File: config.mk
export PLATFORM = sky130hd
export DESIGN_NAME = imm_gen_pipe_flat
export DESIGN_NICKNAME = d
export VERILOG_FILES = /design/src/rtl/imm_gen_pipe_if.sv /design/src/rtl/imm_gen_pipe.sv /design/src/flat_wrapper.sv
export SDC_FILE = /design/constraint.sdc
export NUM_CORES = 1
export LEC_CHECK = 0
export ABC_CLOCK_PERIOD_IN_PS = 2300
export BUFFER_PORTS_ARGS = -buffer_cell sky130_fd_sc_hd__buf_2
export CAP_MARGIN = 20
export CORE_MARGIN = 8
export CORE_UTILIZATION = 46
export CTS_BUF_LIST = sky130_fd_sc_hd__clkbuf_2 sky130_fd_sc_hd__clkbuf_4 sky130_fd_sc_hd__clkbuf_8
export DETAILED_ROUTE_END_ITERATION = 12
export PLACE_DENSITY = 0.76
export REMOVE_ABC_BUFFERS = 1
export SLEW_MARGIN = 15
export SYNTH_ARGS = -nofsm -noshare
export SYNTH_HDL_FRONTEND = slang
export SYNTH_SLANG_ARGS = --single-unit
File: constraint.sdc
create_clock -name clk -period 2.3 [get_ports clk]
set_clock_uncertainty 0.2 [all_clocks]
set_input_delay 0.46 -clock clk [delete_from_list [all_inputs] [get_ports clk]]
set_output_delay 0.46 -clock clk [all_outputs]
set_load 0.02 [all_outputs]
File: src/rtl/imm_gen_pipe_if.sv
// Bundle of the upstream (decode) and downstream (execute) handshake signals
// of imm_gen_pipe. The block uses the slave view; the driver/monitor uses master.
interface imm_gen_pipe_if #(
    parameter int WORD_LEN  = 32,
    parameter int ADDR_SIZE = 32
);
    logic                 in_valid;
    logic                 in_ready;
    logic [31:0]          instr;
    logic [4:0]           immctrl;
    logic [ADDR_SIZE-1:0] pc;
    logic                 out_valid;
    logic                 out_ready;
    logic [WORD_LEN-1:0]  immout;
    logic [ADDR_SIZE-1:0] target;
    logic                 err;

    modport master (
        output in_valid, instr, immctrl, pc, out_ready,
        input  in_ready, out_valid, immout, target, err
    );

    modport slave (
        input  in_valid, instr, immctrl, pc, out_ready,
        output in_ready, out_valid, immout, target, err
    );
endinterface

File: src/rtl/imm_gen_pipe.sv
// Registered RV32 immediate generator behind a 2-entry valid/ready skid buffer.
// Define IMM_TARGET_EN to build the pc + imm target adder and its storage.
module imm_gen_pipe #(
    parameter int WORD_LEN  = 32,
    parameter int ADDR_SIZE = 32
) (
    input  logic          clk,
    input  logic          rst,
    imm_gen_pipe_if.slave bus
);
    typedef enum logic [1:0] {EMPTY, BUSY, FULL} state_t;

    state_t              state_q, state_d;
    logic                in_ready_q, in_ready_d;
    logic [WORD_LEN-1:0] main_imm_q, main_imm_d, skid_imm_q, skid_imm_d;
    logic                main_err_q, main_err_d, skid_err_q, skid_err_d;
    logic [WORD_LEN-1:0] new_imm;
    logic                new_err;
    logic                out_valid, accept, pop;
    logic                load_main_new, load_main_skid, load_skid;
    logic                unused_opcode;

    assign out_valid     = (state_q != EMPTY);
    assign accept        = bus.in_valid & in_ready_q;
    assign pop           = out_valid & bus.out_ready;
    assign unused_opcode = ^bus.instr[6:0];

    // Decode ahead of the registers so both entries hold finished results.
    always_comb begin
        new_imm = '0;
        new_err = 1'b0;
        case (bus.immctrl)
            5'b00001: new_imm = WORD_LEN'($signed(bus.instr[31:20]));
            5'b00010: new_imm = WORD_LEN'($signed({bus.instr[31:25], bus.instr[11:7]}));
            5'b00100: new_imm = WORD_LEN'($signed({bus.instr[31], bus.instr[7],
                                                   bus.instr[30:25], bus.instr[11:8], 1'b0}));
            5'b01000: new_imm = WORD_LEN'($signed({bus.instr[31:12], 12'b0}));
            5'b10000: new_imm = WORD_LEN'($signed({bus.instr[31], bus.instr[19:12],
                                                   bus.instr[20], bus.instr[30:21], 1'b0}));
            default:  new_err = 1'b1;
        endcase
    end

    always_comb begin
        state_d        = state_q;
        load_main_new  = 1'b0;
        load_main_skid = 1'b0;
        load_skid      = 1'b0;
        case (state_q)
            EMPTY: begin
                if (accept) begin
                    load_main_new = 1'b1;
                    state_d       = BUSY;
                end
            end
            BUSY: begin
                if (pop && accept) begin
                    load_main_new = 1'b1;
                end else if (pop) begin
                    state_d = EMPTY;
                end else if (accept) begin
                    load_skid = 1'b1;
                    state_d   = FULL;
                end
            end
            FULL: begin
                if (pop) begin
                    load_main_skid = 1'b1;
                    state_d        = BUSY;
                end
            end
            default: state_d = EMPTY;
        endcase
        // Ready is registered from the next state so it never sees out_ready combinationally.
        in_ready_d = (state_d != FULL);
    end

    always_comb begin
        main_imm_d = main_imm_q;
        main_err_d = main_err_q;
        skid_imm_d = skid_imm_q;
        skid_err_d = skid_err_q;
        if (load_main_new) begin
            main_imm_d = new_imm;
            main_err_d = new_err;
        end else if (load_main_skid) begin
            main_imm_d = skid_imm_q;
            main_err_d = skid_err_q;
        end
        if (load_skid) begin
            skid_imm_d = new_imm;
            skid_err_d = new_err;
        end
    end

    always_ff @(posedge clk or posedge rst) begin
        if (rst) begin
            state_q    <= EMPTY;
            in_ready_q <= 1'b1;
            main_imm_q <= '0;
            main_err_q <= 1'b0;
            skid_imm_q <= '0;
            skid_err_q <= 1'b0;
        end else begin
            state_q    <= state_d;
            in_ready_q <= in_ready_d;
            main_imm_q <= main_imm_d;
            main_err_q <= main_err_d;
            skid_imm_q <= skid_imm_d;
            skid_err_q <= skid_err_d;
        end
    end

`ifdef IMM_TARGET_EN
    logic [ADDR_SIZE-1:0] new_tgt;
    logic [ADDR_SIZE-1:0] main_tgt_q, main_tgt_d, skid_tgt_q, skid_tgt_d;

    // An illegal format decodes to zero, so the target falls back to pc.
    assign new_tgt = bus.pc + new_imm[ADDR_SIZE-1:0];

    always_comb begin
        main_tgt_d = main_tgt_q;
        skid_tgt_d = skid_tgt_q;
        if (load_main_new) begin
            main_tgt_d = new_tgt;
        end else if (load_main_skid) begin
            main_tgt_d = skid_tgt_q;
        end
        if (load_skid) begin
            skid_tgt_d = new_tgt;
        end
    end

    always_ff @(posedge clk or posedge rst) begin
        if (rst) begin
            main_tgt_q <= '0;
            skid_tgt_q <= '0;
        end else begin
            main_tgt_q <= main_tgt_d;
            skid_tgt_q <= skid_tgt_d;
        end
    end

    assign bus.target = main_tgt_q;
`else
    logic unused_pc;

    assign unused_pc  = ^bus.pc;
    assign bus.target = '0;
`endif

    assign bus.in_ready  = in_ready_q;
    assign bus.out_valid = out_valid;
    assign bus.immout    = main_imm_q;
    assign bus.err       = main_err_q;
endmodule

File: src/flat_wrapper.sv
// flat-port wrapper written by rule: the top's interface ports become plain ports
module imm_gen_pipe_flat 
#(
    parameter int WORD_LEN  = 32,
    parameter int ADDR_SIZE = 32
)
  (clk, rst, bus_in_valid, bus_instr, bus_immctrl, bus_pc, bus_out_ready, bus_in_ready, bus_out_valid, bus_immout, bus_target, bus_err);
  imm_gen_pipe_if #(.WORD_LEN(WORD_LEN), .ADDR_SIZE(ADDR_SIZE)) bus_i ();
  input  logic clk;
  input  logic rst;
  input wire logic [$bits(bus_i.in_valid)-1:0] bus_in_valid;
  input wire logic [$bits(bus_i.instr)-1:0] bus_instr;
  input wire logic [$bits(bus_i.immctrl)-1:0] bus_immctrl;
  input wire logic [$bits(bus_i.pc)-1:0] bus_pc;
  input wire logic [$bits(bus_i.out_ready)-1:0] bus_out_ready;
  output wire logic [$bits(bus_i.in_ready)-1:0] bus_in_ready;
  output wire logic [$bits(bus_i.out_valid)-1:0] bus_out_valid;
  output wire logic [$bits(bus_i.immout)-1:0] bus_immout;
  output wire logic [$bits(bus_i.target)-1:0] bus_target;
  output wire logic [$bits(bus_i.err)-1:0] bus_err;
  assign bus_i.in_valid = bus_in_valid;
  assign bus_i.instr = bus_instr;
  assign bus_i.immctrl = bus_immctrl;
  assign bus_i.pc = bus_pc;
  assign bus_i.out_ready = bus_out_ready;
  assign bus_in_ready = bus_i.in_ready;
  assign bus_out_valid = bus_i.out_valid;
  assign bus_immout = bus_i.immout;
  assign bus_target = bus_i.target;
  assign bus_err = bus_i.err;
  imm_gen_pipe #(.WORD_LEN(WORD_LEN), .ADDR_SIZE(ADDR_SIZE)) u_core (.clk(clk), .rst(rst), .bus(bus_i));
endmodule
Word-level counts from Yosys, hierarchy flattened
Cells that the tools add are included.

cells by class
  $add $sub $neg = 0
  $mul = 0
  div/mod/pow operators = 0
  order comparisons = 0
  eq/ne operators = 8
  shift operators = 0
  muxes and demuxes = 20
  bitwise gates (word level) = 2
  reductions and logical operators = 5

operators by type and width
  cell                  number
  $pmux W32 S5          1
  $mux W32              2
  $mux W1               10
  $mux W2               5
  $pmux W2 S3           1
  $eq A5 B1 Y1 const B  1
  $eq A5 B2 Y1 const B  1
  $eq A5 B3 Y1 const B  1
  $eq A5 B4 Y1 const B  1
  $eq A5 B5 Y1 const B  1
  $reduce_or A5 Y1      1
  $reduce_bool A2 Y1    2
  $and A1 B1 Y1         2
  $eq A2 B1 Y1 const B  1
  $eq A2 B2 Y1 const B  1
  $logic_not A2 Y1      1
  $ne A2 B2 Y1 const B  1
  $pmux W1 S2           1
  $logic_and A1 B1 Y1   1

storage, ports and cells
  register bits after elaboration = 69
  latch bits = 0
  bits in writable memories = 0
  bits in read-only memories = 0
  input bits = 73
  output and inout bits = 67
  word-level logic and storage cells = 41
  memories = 0

Depth between registers and ports, before layout
Gate-level depths: netlist of run 1.

  depth in word-level cells = 6
  gate-level depth with buffers = 7
  mapped depth without buffers = 4

Worst setup path before layout of run 1
No wires, ideal clock.

  kind = input -> register
  from = input bus_immctrl[4]
  to = register u_core.main_imm_q[10] (netlist: u_core.bus.immout[10])
  library setup time = 0.126 ns
  arrival = 1.529 ns
  data required time = 1.974 ns
  slack = 0.445 ns
  stages on the path = 5
  path buffers = 1
  cell sequence = buf_2 -> nor4b_2 -> a211o_1 -> nor3b_4 -> a221o_1

on the way
  cells in the longest elaborated chain, start to end = 3
  elaborated cells on any way between the ends = 7
  those cells by class = eq/ne (5); mux (2)

ends and longest elaborated chain
  what                                        RTL line             text
  from (decl)                                 flat_wrapper.sv:13   input wire logic [$bits(bus_i.immctrl)-1:0] bus_immctrl;
  $eq A5 B5 Y1, or another cell as far along  imm_gen_pipe.sv:32   case (bus.immctrl)
  $pmux W32 S5 (*)                            imm_gen_pipe.sv:32
  $mux W32 (*)                                imm_gen_pipe.sv:83   if (load_main_new) begin
  to (signal assigned)                        imm_gen_pipe.sv:107  main_imm_q <= main_imm_d;
  to (decl)                                   imm_gen_pipe.sv:15   logic [WORD_LEN-1:0] main_imm_q, main_imm_d, skid_imm_q, skid_imm_d;

Every way passes the cells marked *; elsewhere a longest branch is shown, timed or not.
A chain may end at the register's enable or synchronous reset.

Worst setup path in the final report of run 1
  from = register u_core.state_q[1]
  to = output bus_out_valid

on the way
  cells in the longest elaborated chain, start to end = 1

ends and longest elaborated chain
  what                    RTL line             text
  from (decl)             imm_gen_pipe.sv:13   state_t state_q, state_d;
  from (signal assigned)  imm_gen_pipe.sv:105  state_q <= state_d;
  $reduce_bool A2 Y1      imm_gen_pipe.sv:23   assign out_valid = (state_q != EMPTY);
  to (decl)               flat_wrapper.sv:17   output wire logic [$bits(bus_i.out_valid)-1:0] bus_out_valid;

No other way between the ends.

==> results_dict.tcl, run 1 <==
set metrics [dict create \
    synth-seq-cells 69 \
    cts_made_buffers 9 \
    end_kind "output port" \
    root_buffer "clkbuf_8" \
    port_buffers 68 \
    antenna_left 0 \
    drive_gt1_share_pct 23.88 \
    cp_max_fo 10 \
    gr-usage-all-layers_pct 16.92 \
    finalSetupViolCount 0 \
    ys_seq_area_share_pct 48.15 \
    peakVddDrop_mv 0.6572 \
    power.density_nw_per_um2 1103 \
    dp_cells 554 \
    rows 32 \
    hold_path_class "input port to flip-flop" \
    ys_warn_count 0 \
    seq_area_sq_um 1728 \
    htree_levels 3 \
    worstHoldStart "bus_instr[25]" \
    wl_met3_um 766 \
    grt_pass1_vias 3136 \
    vias 2980 \
    final_nets 537 \
    p_leak_nw 1.996 \
    nFillCells 748 \
    dieWidth_um 104.3 \
    clk_latency_ns 0.34 \
    switching_share_pct 38.94 \
    p_switching_mw 1.777 \
    cts_tree "done" \
    reg2reg_slack_ns 0.40 \
    multi_input_area_sq_um 1597 \
    status "completed" \
    dieArea_sq_um 10880 \
    grt_pass1_wl_mm 15.37 \
    wl_per_cell_um 15.67 \
    coreArea_sq_um 7647 \
    gp_congestion 0.8246 \
    setup_slack_ns 0.2912 \
    overflow 0 \
    avgSynthCellArea_sq_um 9.039 \
    first_iter_violations 156 \
    pwr-share-seq_pct 41.7 \
    initial_core_util_pct 46.92 \
    start_kind "flip-flop" \
    synthCells 397 \
    yosys-top-cells-area "dfrtp_1, nand2_1, a21oi_1, buf_4, o21ai_1" \
    cts.sinks 69 \
    hold-path-cell-count 3 \
    topRoutingLayerUsed "met4" \
    crit-reg2reg-launch "u_core.state_q[1]$_DFF_PP0_" \
    max_freq_ghz 0.4978 \
    final_cell_mix "nand2_1, buf_2, dfrtp_1" \
    final-instance-count-excl-fill 571 \
    tightest_slew_ns 0.5345 \
    p_int_mw 2.786 \
    r2r_end "u_core.bus.immout[5]$_DFFE_PP0P_" \
    drc 0 \
    critPathKind "flip-flop to output port" \
    synth.distinct_cells 41 \
    antennaDiodeCount 0 \
    hold_path_end "u_core.skid_imm_q[5]$_DFFE_PP0P_" \
    place_area_sq_um 3929 \
    area_growth_pct 15.31 \
    dr.pass1.iters 4 \
    synthArstFlopShare_pct 100.0 \
    synthFlopType "dfrtp_1" \
    p_comb_share_pct 36.6 \
    fin_area_sq_um 4138 \
    ios 140 \
    slew_headroom_pct 64.10 \
    synth_top_area_share_pct 47.42 \
    grt_max_degree 29 \
    cts_resized 0 \
    min_period_over_period_pct 87.34 \
    r2r_cells 4 \
    routedLengthMet1_mm 3.845 \
    met2WireLength_mm 4.274 \
    routed_via_density 5.219 \
    hold_viol 0 \
    drv_cap 0 \
    drv_slew 0 \
    wirelength_mm 8.948 \
    netlist_area_sq_um 3588 \
    chipHeight_um 104.3 \
    synth_edf_count 0 \
    antenna_found_initial 0 \
    clockPowerShare_pct 21.7 \
    cts.reportedPaths.clkPinSlew_ns 0.08 \
    p_total_mw 4.562 \
    required_ns 1.64 \
    mostFrequentLayoutCell "nand2_1" \
    hpwl_mm 6.404 \
    final_core_util_pct 54.11 \
    place_ws_ns 0.1918 \
    critPathArrivalTime_ns 1.35 \
    synth_area_leader_cell "dfrtp_1" \
    cts_buffer_depth 2 \
    period_needed_ns 2.009 \
    rsz0062_at_grt "false" \
]
## cell usage after synthesis, types with 3 or more instances
cell and instances:
a21oi_1 54, a221o_1 6, a22oi_1 4, a32oi_1 11
and2_1 6, and3_1 17, buf_1 3, buf_2 16
buf_4 34, clkbuf_1 6, dfrtp_1 68, inv_1 3
nand2_1 89, nand2b_1 3, nand3b_1 3, nor2_1 14
o21ai_0 3, o21ai_1 22, xnor2_1 3
## registers in the layout, summed over array words and instances, names as in the netlist
register	cells
u_core.state_q	2
u_core.bus.immout	32
u_core.bus.in_ready	1
u_core.skid_err_q	1
u_core.skid_imm_q	32
u_core.bus.err	1
## what timing repair did
action	4_1_cts	5_1_grt
hold buffers	1	0
hold endpoints to repair	18	0
setup buffers	0	0
endpoints found under the setup margin	0	0
## power groups by stage
stage | logic (mW) | registers [mW] | clock network [mW]
floorplan | 0.792 | 2.21 | 0
global placement | 1.65 | 1.90 | 0
detailed placement | 1.69 | 1.93 | 0
CTS | 1.70 | 1.90 | 1.02
global route | 1.84 | 1.96 | 1.08
finish | 1.67 | 1.90 | 0.990
## kinds of logic after synthesis
logic type	after synthesis	synth area share (%)
AO/OA/AOI/OAI	110	18.41
XOR/XNOR	4	0.9765
buffers and inverters	62	10.60
flip-flops	69	48.15
multiplexers	2	0.5579
other	1	0.1045
AND/OR/NAND/NOR	149	21.20
## per-stage QoR
stage	hold WS, ns	setup TNS (ns)
2_1_floorplan	0.2474	-6.678
3_3_place_gp	0.2603	0
3_5_place_dp	0.2686	0
4_1_cts	0.1657	0
5_1_grt	0.1711	0
6_report	0.1776	0
## worst max-delay path: stages (launching register included)
cell and delay [ns]:
dfrtp_1 0.51, or2_2 0.34, buf_2 0.16
## cell type report
cell class | count | area share [%]
timing repair buffer | 84 | 11.49
multi-input combinational | 297 | 38.58
sequential | 69 | 41.76
tap | 102 | 3.084
clock buffer | 9 | 2.994
clock inverter | 7 | 1.814
inverter | 3 | 0.2721
## per-layer routing
metal | vias to the layer above | global-route usage, %
met5 | - | 0
met4 | 0 | 4.757
met3 | 6 | 6.568
met2 | 117 | 26.87
met1 | 1407 | 20.78
li1 | 1450 | -
## how the worst max path moves through the flow
| stage | startpoint | end | cells after the start |
|---|---|---|---|
| final | u_core.state_q[1]$_DFF_PP0_ | bus_out_valid | 2 |
| after global routing | u_core.state_q[1]$_DFF_PP0_ | bus_out_valid | 2 |
| after CTS | u_core.state_q[1]$_DFF_PP0_ | bus_out_valid | 2 |
| after detailed placement | bus_immctrl[0] | u_core.bus.immout[6]$_DFFE_PP0P_ | 5 |
| after global placement | bus_immctrl[0] | u_core.bus.immout[5]$_DFFE_PP0P_ | 5 |
| after floorplan | rst | u_core.bus.err$_DFFE_PP0P_ | 1 |
No activity file was read; power rests on OpenSTA's default activity.
==> run 2: changes to the inputs <==
--- a/config.mk
+++ b/config.mk
@@ -8,10 +8,10 @@
 export ABC_CLOCK_PERIOD_IN_PS = 2300
 export BUFFER_PORTS_ARGS = -buffer_cell sky130_fd_sc_hd__buf_2
-export CAP_MARGIN = 20
+export CAP_MARGIN = 40
 export CORE_MARGIN = 8
-export CORE_UTILIZATION = 46
+export CORE_UTILIZATION = 25
 export CTS_BUF_LIST = sky130_fd_sc_hd__clkbuf_2 sky130_fd_sc_hd__clkbuf_4 sky130_fd_sc_hd__clkbuf_8
 export DETAILED_ROUTE_END_ITERATION = 12
-export PLACE_DENSITY = 0.76
+export PLACE_DENSITY = 0.45
 export REMOVE_ABC_BUFFERS = 1
 export SLEW_MARGIN = 15
==> constraint.sdc (replaced) <==
create_clock -name clk -period 2.3 [get_ports clk]
set_clock_uncertainty 0.2 [all_clocks]
set_input_delay 0.23 -clock clk [delete_from_list [all_inputs] [get_ports clk]]
set_output_delay 0.23 -clock clk [all_outputs]
set_load 0.02 [all_outputs]
==> run 2 against run 1 <==
Against the previous run: wire length is 20% higher; fmax is 3.0% higher; final area is 7.0% higher.
==> results_dict.tcl, run 2 (same netlist as run 1, synthesis figures left out) <==
set metrics [dict create \
    wl_per_cell_um 16.06 \
    drv_cap 0 \
    hpwl_mm 7.060 \
    power.density_nw_per_um2 1025 \
    peakVddDrop_mv 0.5308 \
    htree_levels 3 \
    max_stage_delay_ns 0.55 \
    grt_max_degree 48 \
    dr.pass1.iters 4 \
    seq_area_sq_um 1728 \
    required_ns 2.34 \
    nFillCells 1465 \
    cts_resized 0 \
    grt_pass1_wl_mm 17.48 \
    hold_path_class "input port to flip-flop" \
    hold_slack_ns 0.03609 \
    start_kind "flip-flop" \
    end_kind "flip-flop" \
    vias 3119 \
    finalSetupViolCount 0 \
    mostFrequentLayoutCell "nand2_1" \
    multi_input_area_sq_um 1597 \
    wirelength_mm 10.76 \
    critPathKind "flip-flop to flip-flop" \
    final_cell_mix "nand2_1, buf_2, dfrtp_1" \
    gr-usage-all-layers_pct 12.22 \
    drc 0 \
    worstPathCellList "and3b_1 > buf_4 > nor2_1 > a221o_1" \
    p_leak_nw 2.076 \
    first_iter_violations 242 \
    antenna_left 0 \
    cts.sinks 69 \
    finalSetupTns_ns 0 \
    clk_latency_ns 0.35 \
    cts_made_buffers 9 \
    status "completed" \
    reg2reg_slack_ns 0.35 \
    dieArea_sq_um 18440 \
    cts_setup_buffers 0 \
    slew_headroom_pct 60.70 \
    critPathArrivalTime_ns 1.99 \
    period_needed_ns 1.950 \
    dieWidth_um 135.8 \
    cts.reportedPaths.clkPinSlew_ns 0.07 \
    coreArea_sq_um 13930 \
    drive_gt1_share_pct 22.29 \
    initial_core_util_pct 25.75 \
    antenna_found_initial 0 \
    routed_via_density 4.655 \
    port_buffers 68 \
    ios 140 \
    drv_slew 0 \
    rows 43 \
    chipHeight_um 135.8 \
    cts_tree "done" \
    cts_buffer_depth 2 \
    cp_slowest_cell "dfrtp_1" \
    area_growth_pct 23.43 \
    final_nets 558 \
    overflow 0 \
    root_buffer "clkbuf_8" \
    rsz0062_at_grt "false" \
    max_freq_ghz 0.5129 \
    tightest_slew_ns 0.5895 \
    hold_viol 0 \
    gp_congestion 0.6952 \
    min_period_over_period_pct 84.77 \
    cp_max_fo 16 \
    grt_pass1_vias 3192 \
]
## run 2: cell types whose count changed in the layout (fill, tap and decap cells not counted), moves of 2 or more
cell           before  now
buf_4              14   12
clkbuf_8            9   11
clkinv_4            3    1
dlygate4sd3_1       1   24
## run 2: report_power, final
group	internal, mW	leakage (nW)	switching, mW
sequential	1.66	0.872	0.235
combinational	0.644	1.11	1.08
clock	0.441	0.0949	0.479
total	2.74	2.08	1.80
## run 2: routing by layer
layer / GRT usage [%] / vias up / routed length [um]
li1: - / 1493 / -
met2: 18.67 / 92 / 4864
met4: 4.072 / 0 / 117
met3: 4.266 / 8 / 751
met1: 15.68 / 1526 / 5025
met5: 0 / - / 0
## run 2: worst paths after layout
| path | startpoint | endpoint | depth (start not counted) |
|---|---|---|---|
| setup / recovery | u_core.state_q[1]$_DFF_PP0_ | u_core.bus.immout[7]$_DFFE_PP0P_ | 4 |
| hold / removal | bus_instr[10] | u_core.skid_imm_q[3]$_DFFE_PP0P_ | 3 |
| setup reg to reg | u_core.state_q[1]$_DFF_PP0_ | u_core.bus.immout[7]$_DFFE_PP0P_ | 4 |
| hold reg to reg | u_core.skid_imm_q[7]$_DFFE_PP0P_ | u_core.skid_imm_q[7]$_DFFE_PP0P_ | 2 |
| max in group asynchronous | rst | u_core.bus.immout[11]$_DFFE_PP0P_ | 4 |
| min in group asynchronous | rst | u_core.bus.immout[4]$_DFFE_PP0P_ | 4 |
## run 2: area by class of cell
type	instances	area share [%]
flip-flops and latches	69	39.01
multi-input cells	297	36.05
repair buffers	105	15.59
well taps	180	5.085
clock buffers	11	3.418
clock inverters	4	0.5367
inverters	3	0.2542
diodes	1	0.05650
## run 2: critical path: cells and delay by family, from the launching register on
family	cells	cell delay (ns)
DFF	1	0.55
buffers and inverters	1	0.26
AOI/OAI and AO/OA	1	0.38
and+or+nand+nor	2	0.44
## run 2: what timing repair did
action | in CTS | in global routing
endpoints found under the hold margin | 120 | 0
setup endpoints to repair | 0 | 0
hold buffers | 24 | 0
## run 2: stage by stage
| step | total power, mW | setup slack [ns] | instances | cell area [sq um] | util [%] |
|---|---|---|---|---|---|
| after floorplan | 2.998 | 0.1318 | 369 | 3336 | - |
| after global placement | 3.616 | 0.3461 | 630 | 4011 | 28.79 |
| after detailed placement | 3.644 | 0.3172 | 630 | 4011 | 28.79 |
| after CTS | 4.628 | 0.3128 | 669 | 4427 | 31.77 |
| after global routing | 4.895 | 0.2443 | 669 | 4427 | 31.77 |
| final | 4.541 | 0.3503 | 670 | 4429 | 31.79 |
==> run 3: changes to the inputs <==
Settings changed: ABC_AREA from default to 1, ABC_CLOCK_PERIOD_IN_PS 2300 to 1750.
Clock period 2.3 ns to 1.75 ns, I/O delays scaled along.
==> run 3 against run 2 <==
Against the previous run: sequential power increased by 20%; synthesized cell count increased by 27%; combinational power increased by 17%; largest power group unchanged; highest routed layer unchanged.
==> results_dict.tcl, run 3 <==
set metrics [dict create \
    status "completed" \
    yosysMostFrequentCell "nand2_1" \
    cts.sinks 69 \
    dieWidth_um 140.3 \
    vias 3455 \
    drv_slew 0 \
    place_area_sq_um 4417 \
    rsz0062_at_grt "true" \
    min_period_over_period_pct 97.80 \
    period_needed_ns 1.711 \
    coreArea_sq_um 15150 \
    rows 45 \
    synthArstFlopShare_pct 100.0 \
    switching_share_pct 39.17 \
    peakVddDrop_mv 0.3016 \
    dr.pass1.iters 4 \
    synth.distinct_cells 30 \
    final_cell_mix "nand2_1, buf_2, dfrtp_1" \
    synth_edf_count 0 \
    p_leak_nw 2.874 \
    synthCells 506 \
    worstPathCellList "nand2_4 > buf_6 > nor3_4 > buf_6 > buf_12 > nor2_2 > a31oi_1" \
    antennaDiodeCount 0 \
    avgSynthCellArea_sq_um 7.636 \
    p_switching_mw 2.153 \
    cts_tree "done" \
    final_nets 681 \
    synth_top_area_share_pct 44.04 \
    pwr-share-seq_pct 41.1 \
    cts.reportedPaths.clkPinSlew_ns 0.08 \
    antenna_left 0 \
    finalSetupViolCount 0 \
    drv_cap 0 \
    ys_warn_count 0 \
    start_kind "flip-flop" \
    gp_congestion 0.7712 \
    synthFlopType "dfrtp_1" \
    hold_viol 0 \
    clk_latency_ns 0.34 \
    grt_max_degree 70 \
    grt_pass1_wl_mm 18.37 \
    cts_buffer_depth 2 \
    netlist_area_sq_um 3864 \
    mostFrequentLayoutCell "nand2_1" \
    wl_per_cell_um 14.05 \
    chipHeight_um 140.3 \
    synth_area_leader_cell "dfrtp_1" \
    htree_levels 3 \
    ys_seq_area_share_pct 44.72 \
    drive_gt1_share_pct 25.12 \
    drc 0 \
    port_buffers 68 \
    ios 140 \
    overflow 0 \
    max_stage_delay_ns 0.56 \
    cp_slowest_cell "dfstp_2" \
    required_ns 1.81 \
    synth-seq-cells 69 \
    wirelength_mm 11.26 \
    finalSetupTns_ns 0 \
    yosys-top-cells-area "dfrtp_1, nand2_1, buf_4, nand3_2, inv_1" \
    root_buffer "clkbuf_8" \
    cp_max_fo 5 \
    fin_area_sq_um 4922 \
    end_kind "flip-flop" \
    critPathArrivalTime_ns 1.78 \
    antenna_found_initial 0 \
    area_growth_pct 27.40 \
    routed_via_density 4.313 \
    cts_made_buffers 9 \
    clockPowerShare_pct 22.2 \
    gr-usage-all-layers_pct 11.76 \
    max_freq_ghz 0.5843 \
    initial_core_util_pct 25.51 \
    path_common_cell "buf_6" \
    first_iter_violations 193 \
    hold_path_class "input port to flip-flop" \
    power.density_nw_per_um2 1117 \
    critPathKind "flip-flop to flip-flop" \
    p_comb_share_pct 36.7 \
    dieArea_sq_um 19690 \
    hpwl_mm 7.822 \
    synth_common_cells "nand2_1, dfrtp_1, buf_4" \
    p_int_mw 3.344 \
    grt_pass1_vias 3451 \
]
==> run 3: cell types whose count changed after synthesis, sizes merged, moves of 6 or more <==
cell / delta
a221o: -6
o21ai: -19
and2: -6
nor2: +14
and3: -17
a32oi: -11
nand4: +13
inv: +20
a21oi: -46
nand3: +33
nand2: +166
==> run 3: layout make-up <==
| type | instances | area (sq um) |
|---|---|---|
| Fill cell | 1651 | 10220 |
| Multi-Input combinational cell | 390 | 1822 |
| Sequential cell | 69 | 1728 |
| Timing Repair Buffer | 115 | 867.1 |
| Tap cell | 188 | 235.2 |
| Clock buffer | 11 | 145.1 |
| Inverter | 23 | 88.84 |
| Clock inverter | 5 | 36.28 |
==> run 3: critical path: cells and delay by family, from the launching register on <==
family / cells / cell delay, ns
AND/OR/NAND/NOR: 3 / 0.32
flip-flops: 1 / 0.56
buffers and inverters: 3 / 0.43
AO/OA/AOI/OAI: 1 / 0.12
==> run 3: power groups by stage <==
stage,Clock [mW],Combinational (mW),Sequential [mW]
final,1.22,2.02,2.26
after global routing,1.34,2.25,2.32
after CTS,1.28,2.00,2.25
after detailed placement,0,1.93,2.28
after global placement,0,1.91,2.27
after floorplan,0,0.920,2.49
==> run 3: metrics by stage <==
step	power (mW)	util [%]	setup slack, ns	instances	hold slack [ns]
global route	5.905	32.50	-0.05542	801	0.05787
CTS	5.529	32.12	-0.03186	800	0.01930
finish	5.496	32.50	0.03851	801	0.05385
global placement	4.182	29.16	-0.05319	758	0.08817
detailed placement	4.206	29.16	-0.03917	758	0.09339
floorplan	3.405	-	-1.352	482	0.1127
==> run 3: layer usage <==
| metal | global-route usage, % | part of all wire, % |
|---|---|---|
| met4 | 3.086 | 0.62 |
| met1 | 14.77 | 47 |
| met5 | 0 | 0 |
| met2 | 19.43 | 47 |
| met3 | 3.262 | 5.3 |
==> run 3: final timing paths <==
| check | cells past startpoint | to | startpoint | slack, ns |
|---|---|---|---|---|
| min in group asynchronous | 4 | u_core.state_q[1]$_DFF_PP0_ | rst | 0.22 |
| worst min-delay path | 5 | u_core.skid_imm_q[0]$_DFFE_PP0P_ | bus_instr[20] | 0.05 |
| worst max register to register | 7 | u_core.skid_imm_q[2]$_DFFE_PP0P_ | u_core.bus.in_ready$_DFF_PP1_ | 0.04 |
| worst min register to register | 2 | u_core.skid_imm_q[26]$_DFFE_PP0P_ | u_core.skid_imm_q[26]$_DFFE_PP0P_ | 0.28 |
| max in group asynchronous | 4 | u_core.skid_imm_q[24]$_DFFE_PP0P_ | rst | 0.76 |
| worst max-delay path | 7 | u_core.skid_imm_q[2]$_DFFE_PP0P_ | u_core.bus.in_ready$_DFF_PP1_ | 0.04 |
==> run 3: cells by family (layout without fill, tap and decap cells) <==
| logic type | Yosys count | count (layout) | synth area share (%) |
|---|---|---|---|
| compound gates | 25 | 25 | 3.789 |
| other cells | 1 | 32 | 0.09706 |
| buf+inv | 78 | 154 | 11.82 |
| simple gates | 333 | 333 | 39.57 |
| flops | 69 | 69 | 44.72 |
==> run 3: timing repair <==
action,in CTS,in global routing
pin swaps,1,4
endpoints found under the hold margin,108,0
setup endpoints to repair,22,66
gates resized for setup,3,13
gates cloned,0,1
buffers inserted,1,0
hold buffers,25,0
